`config.mk`:
```
export PLATFORM = sky130hd
export DESIGN_NAME = mem_interface
export DESIGN_NICKNAME = d
export VERILOG_FILES = /design/src/rtl/proc_pkg.sv /design/src/rtl/mem_watchdog.sv /design/src/rtl/mem_interface.sv
export SDC_FILE = /design/constraint.sdc
export NUM_CORES = 1
export LEC_CHECK = 0
export BUFFER_PORTS_ARGS = -buffer_cell sky130_fd_sc_hd__buf_4
export CAP_MARGIN = 20
export CELL_PAD_IN_SITES_DETAIL_PLACEMENT = 1
export CELL_PAD_IN_SITES_GLOBAL_PLACEMENT = 1
export CORE_AREA = 5 5 76 131
export DETAILED_ROUTE_END_ITERATION = 8
export DIE_AREA = 0 0 81 136
export PLACE_DENSITY_LB_ADDON = 0.1
export SYNTH_ARGS = -nofsm -noshare
export SYNTH_HDL_FRONTEND = slang
export SYNTH_HIERARCHICAL = 1
export SYNTH_SLANG_ARGS = --single-unit
```
`constraint.sdc`:
```
create_clock -name CLK -period 1.7 [get_ports CLK]
set_input_delay 0 -clock CLK [delete_from_list [all_inputs] [get_ports CLK]]
set_output_delay 0 -clock CLK [all_outputs]
set_load 0.005 [all_outputs]
```
`src/rtl/proc_pkg.sv`:
```
// Shared definitions for the multicycle processor: word width, memory-stage
// state encoding and the opcodes decoded by the control FSM.
`default_nettype none

package proc_pkg;

  localparam int WORD_W = 16;

  localparam logic [1:0] S_IDLE = 2'd0;
  localparam logic [1:0] S_REQ  = 2'd1;
  localparam logic [1:0] S_DONE = 2'd2;

  localparam logic [3:0] OP_RTYPE = 4'h0;
  localparam logic [3:0] OP_LW    = 4'h1;
  localparam logic [3:0] OP_SW    = 4'h2;
  localparam logic [3:0] OP_BEQ   = 4'h3;
  localparam logic [3:0] OP_ADDI  = 4'h4;
  localparam logic [3:0] OP_J     = 4'h5;

endpackage

`default_nettype wire

```
`src/rtl/mem_watchdog.sv`:
```
// Counts REQ cycles of a memory access and flags the cycle in which the
// TIMEOUT-th consecutive REQ cycle is reached.
`default_nettype none

module mem_watchdog #(
  parameter int TIMEOUT = 255
) (
  input  logic CLK,
  input  logic Reset,
  input  logic clear,
  input  logic enable,
  output logic expire
);

  logic [7:0] count_q, count_d;

  always_comb begin
    count_d = count_q;
    if (clear) begin
      count_d = 8'd0;
    end else if (enable) begin
      count_d = count_q + 8'd1;
    end
  end

  always_ff @(posedge CLK) begin
    if (Reset) begin
      count_q <= 8'd0;
    end else begin
      count_q <= count_d;
    end
  end

  // count_q holds the number of REQ cycles already completed, so the
  // TIMEOUT-th REQ cycle is the one that sees TIMEOUT-1.
  assign expire = enable && (count_q == 8'(TIMEOUT - 1));

endmodule

`default_nettype wire

```
`src/rtl/mem_interface.sv`:
```
// Memory stage: turns control strobes into a held req/ack access and owns IR/MDR.
// Optional access watchdog is built when MEM_TIMEOUT_EN is defined.
`default_nettype none

module mem_interface
  import proc_pkg::*;
#(
  parameter int TIMEOUT = 255
) (
  input  logic              CLK,
  input  logic              Reset,
  input  logic              MemRead,
  input  logic              MemWrite,
  input  logic              IorD,
  input  logic              IRWrite,
  input  logic [WORD_W-1:0] PC,
  input  logic [WORD_W-1:0] ALUOut,
  input  logic [WORD_W-1:0] WriteData,
  output logic              mem_req,
  output logic              mem_we,
  output logic [WORD_W-1:0] mem_addr,
  output logic [WORD_W-1:0] mem_wdata,
  input  logic              mem_ack,
  input  logic [WORD_W-1:0] mem_rdata,
  output logic [WORD_W-1:0] inst,
  output logic [WORD_W-1:0] MDR,
  output logic              Stall,
  output logic              MemError
);

  if (TIMEOUT < 1 || TIMEOUT > 255) begin : g_timeout_range
    $error("mem_interface: TIMEOUT must be in 1..255");
  end

  logic [1:0]        state_q, state_d;
  logic [WORD_W-1:0] addr_q, addr_d;
  logic [WORD_W-1:0] wdata_q, wdata_d;
  logic              we_q, we_d;
  logic              irw_q, irw_d;
  logic [WORD_W-1:0] ir_q, ir_d;
  logic [WORD_W-1:0] mdr_q, mdr_d;
  logic [WORD_W-1:0] sel_addr;
  logic              strobe;
  logic              timeout_abort;

  assign strobe   = MemRead | MemWrite;
  assign sel_addr = IorD ? ALUOut : PC;

  always_comb begin
    state_d = state_q;
    addr_d  = addr_q;
    wdata_d = wdata_q;
    we_d    = we_q;
    irw_d   = irw_q;
    ir_d    = ir_q;
    mdr_d   = mdr_q;
    case (state_q)
      S_IDLE: begin
        if (strobe) begin
          addr_d  = {sel_addr[WORD_W-1:1], 1'b0};
          wdata_d = WriteData;
          we_d    = MemWrite;
          irw_d   = IRWrite & ~MemWrite;
          state_d = S_REQ;
        end
      end
      S_REQ: begin
        if (mem_ack) begin
          if (!we_q) begin
            mdr_d = mem_rdata;
            if (irw_q) begin
              ir_d = mem_rdata;
            end
          end
          state_d = S_DONE;
        end else if (timeout_abort) begin
          state_d = S_DONE;
        end
      end
      // Control is still in the stalled state during DONE, so its strobes
      // are stale and must not start a second access.
      S_DONE:  state_d = S_IDLE;
      default: state_d = S_IDLE;
    endcase
  end

  always_ff @(posedge CLK) begin
    if (Reset) begin
      state_q <= S_IDLE;
      addr_q  <= '0;
      wdata_q <= '0;
      we_q    <= 1'b0;
      irw_q   <= 1'b0;
      ir_q    <= '0;
      mdr_q   <= '0;
    end else begin
      state_q <= state_d;
      addr_q  <= addr_d;
      wdata_q <= wdata_d;
      we_q    <= we_d;
      irw_q   <= irw_d;
      ir_q    <= ir_d;
      mdr_q   <= mdr_d;
    end
  end

`ifdef MEM_TIMEOUT_EN
  logic wdog_expire;
  logic err_q, err_d;

  mem_watchdog #(
    .TIMEOUT(TIMEOUT)
  ) u_wdog (
    .CLK    (CLK),
    .Reset  (Reset),
    .clear  (state_q == S_IDLE),
    .enable (state_q == S_REQ),
    .expire (wdog_expire)
  );

  // An ack landing in the expiry cycle still completes the access normally.
  assign timeout_abort = wdog_expire & ~mem_ack;

  always_comb begin
    err_d = err_q | timeout_abort;
  end

  always_ff @(posedge CLK) begin
    if (Reset) begin
      err_q <= 1'b0;
    end else begin
      err_q <= err_d;
    end
  end

  assign MemError = err_q;
`else
  assign timeout_abort = 1'b0;
  assign MemError      = 1'b0;
`endif

  assign mem_req   = (state_q == S_REQ);
  assign mem_we    = mem_req & we_q;
  assign mem_addr  = addr_q;
  assign mem_wdata = wdata_q;
  assign inst      = ir_q;
  assign MDR       = mdr_q;
  assign Stall     = ((state_q == S_IDLE) & strobe) | (state_q == S_REQ);

endmodule

`default_nettype wire

```
==> metrics.txt <==
main combinational cell family by area after synthesis=compound AO/OA/AOI/OAI gates; Clock Skews=0.00657 ns; PwrDens=922 mW/mm^2; maximum VDD drop=0.513 mV; minimum clock period=1.58 ns; Mean Syn Cell Area=8.77 um^2; post-route cell area=0.00447 mm^2; critical path type=register to register; Worst-path clk slew=0.05 ns; XOR/XNOR Fraction of Synth Area=0%; initial drt markers=56; GR Overflow Total=0; Post-Route WL=9290 um; routed wire length per instance=15.7 um; most frequent cells after synthesis=67 x dfxtp_1, 66 x a21oi_1, 34 x nand2_1; CTS root buf=clkbuf_16; Post-synth EDFFs=0; clk buf depth=2; Die W=81 um; Die Ht=136 um; First-pass DRT Iterations=4; # setup viols final=0; Num Clock Sinks=67; Initial Util=30.8%; Crit-path slowest cell=dlygate4sd3_1; post-synthesis sequential area ratio=49.2%; PortBufs=134; CP required=1.95 ns; post-synthesis adder-cell area fraction=0%; synth warn=6; Lkg Pwr=1.91 nW; Num CTS Buffers=9; fin cells=593; CTS tree=yes; worst-margin pin slew=0.506 ns; vias in the first global route=2965; Yosys reg bits=67; Skew-Pair Late Insertion Delay=0.33 ns; Post-DRT Antenna Nets=0; Slew headroom=66.2%; Filler Cells Inserted=1070; Critical Path AT=1.83 ns; H-tree depth=3; Vias=2858; gpl congestion=0.694; final hold vios=0; Total Nets Final=540; Synth Area in Compound Gates=24.3%; mux share of post-synthesis cell area=5.50%; Synth Instances=311; most frequent cell after synthesis=dfxtp_1; Max Fclk=634 MHz; die area=0.0110 mm^2; Top delay family on crit path=buffers and inverters; pin count of the biggest net entering global routing=42; layout cells sized above 1=35.7%; core area=0.00886 mm^2; GRT Total Usage=17.0%; Via density=4.82; setup tns final=0 ns; DRC=0; diodes inserted=0; Syn-to-layout area delta=63.9%; Place WS=0.361 ns; hold slack=0.0292 ns; utilization after layout=50.4%; hpwl dp=6540 um; Power, Total=4.12 mW; synth top area cells=dfxtp_1 49%, a21oi_1 12%, nand3_1 5.9%; first-pass GRT wire length=14500 um; num rows=46; asr flop ratio synth=0%; CP peak stage delay=0.56 ns; top cell type's share of synthesized area=49.2%; Yosys cell types=29; initial antenna violation count=0; type of origin of the critical path=register; RSZ-0062 raised after global routing=no; crit path buf inv count=2; setup slack after layout=0.123 ns; Mapped Area=0.00273 mm^2; Min-Delay Path Class=input pin to register; Cells after DPL=541; max-slew violations=0; critical-path cell list=nor2_4, buf_12, nand4b_1, dlygate4sd3_1, a21oi_1; CP endpoint kind=register; Ports=139; crit path max fanout=17; placed cell areas=0.00382 mm^2; max-cap violations=0; post-synthesis simple-gate area fraction=14.4%; most area-hungry cell type in the Yosys netlist=dfxtp_1; outcome=finished, final reports clean; Main synth FF type=dfxtp_1; fin crit share=92.8%
==> metal layers <==
metal,share of wire [%],routed length [um],vias to the layer above,GRT usage [%]
met1,36,3370,1348,16.8
met5,0,0,-,0
met3,6.6,610,8,4.31
met4,1.2,107,0,5.36
met2,56,5200,96,33.2
li1,-,-,1406,-
==> path summary, 6_finish.rpt <==
check | from | to | slack, ns | cells after the start
max | state_q[1] | irw_q | 0.12 | 5
min | PC[2] | mem_addr[2] | 0.03 | 3
max reg2reg | state_q[1] | irw_q | 0.12 | 5
min reg2reg | MDR[6] | MDR[6] | 0.46 | 2
==> where the power goes <==
group	leakage, nW	switching, mW	total, mW	internal [mW]
registers	0.548	0.0548	1.72	1.67
logic	1.23	0.347	0.765	0.418
clock network	0.132	0.624	1.63	1.01
==> placed cells by master (no fill, tap or decap) <==
cell type,instances
a211oi_1,5
nand4bb_1,1
buf_4,137
nor2_2,1
and4bb_1,1
nor2_1,2
nand2_1,34
or2_1,1
a211oi_2,10
buf_12,4
and2_1,1
nand2b_1,1
clkbuf_8,1
clkinv_2,3
o21ai_1,4
dlygate4sd3_1,36
or2_4,1
nand4b_1,1
nor2_4,2
nand3_1,32
inv_1,1
nor2b_1,1
o21ai_0,30
conb_1,2
mux2i_1,15
dfxtp_1,67
and3b_1,1
a21oi_1,66
clkbuf_1,2
clkbuf_16,10
==> cell type report <==
| cell class | instances | area (um^2) | share of cell area, % |
|---|---|---|---|
| clock inverters | 3 | 15.0 | 0.336 |
| repair buffers | 178 | 1490 | 33.4 |
| clock buffers | 12 | 246 | 5.51 |
| flip-flops and latches | 67 | 1340 | 30.0 |
| inverters | 1 | 3.75 | 0.0840 |
| multi-input cells | 212 | 1220 | 27.3 |
| well taps | 120 | 150 | 3.36 |
==> repair_timing <==
item	in CTS	in global routing
endpoints found under the hold margin	51	0
setup buffers	0	0
hold buffers	36	0
resized for setup	0	2
endpoints found under the setup margin	0	2
==> flip-flops by register name, summed over array words and instances (netlist names) <==
register,count
mem_addr,15
state_q,2
we_q,1
mem_wdata,16
inst,16
irw_q,1
MDR,16
==> worst reg2reg max path: stages, from the launching register on <==
cell	delay (ns)
dfxtp_1	0.36
nor2_4	0.19
buf_12	0.17
nand4b_1	0.11
dlygate4sd3_1	0.56
a21oi_1	0.13
==> cells by family after synthesis <==
kind of cell	Yosys count
multiplexers	15
other	1
buffers and inverters	33
AND/OR/NAND/NOR	80
flip-flops	67
AO/OA/AOI/OAI	115
No activity file was read; power rests on OpenSTA's default activity.
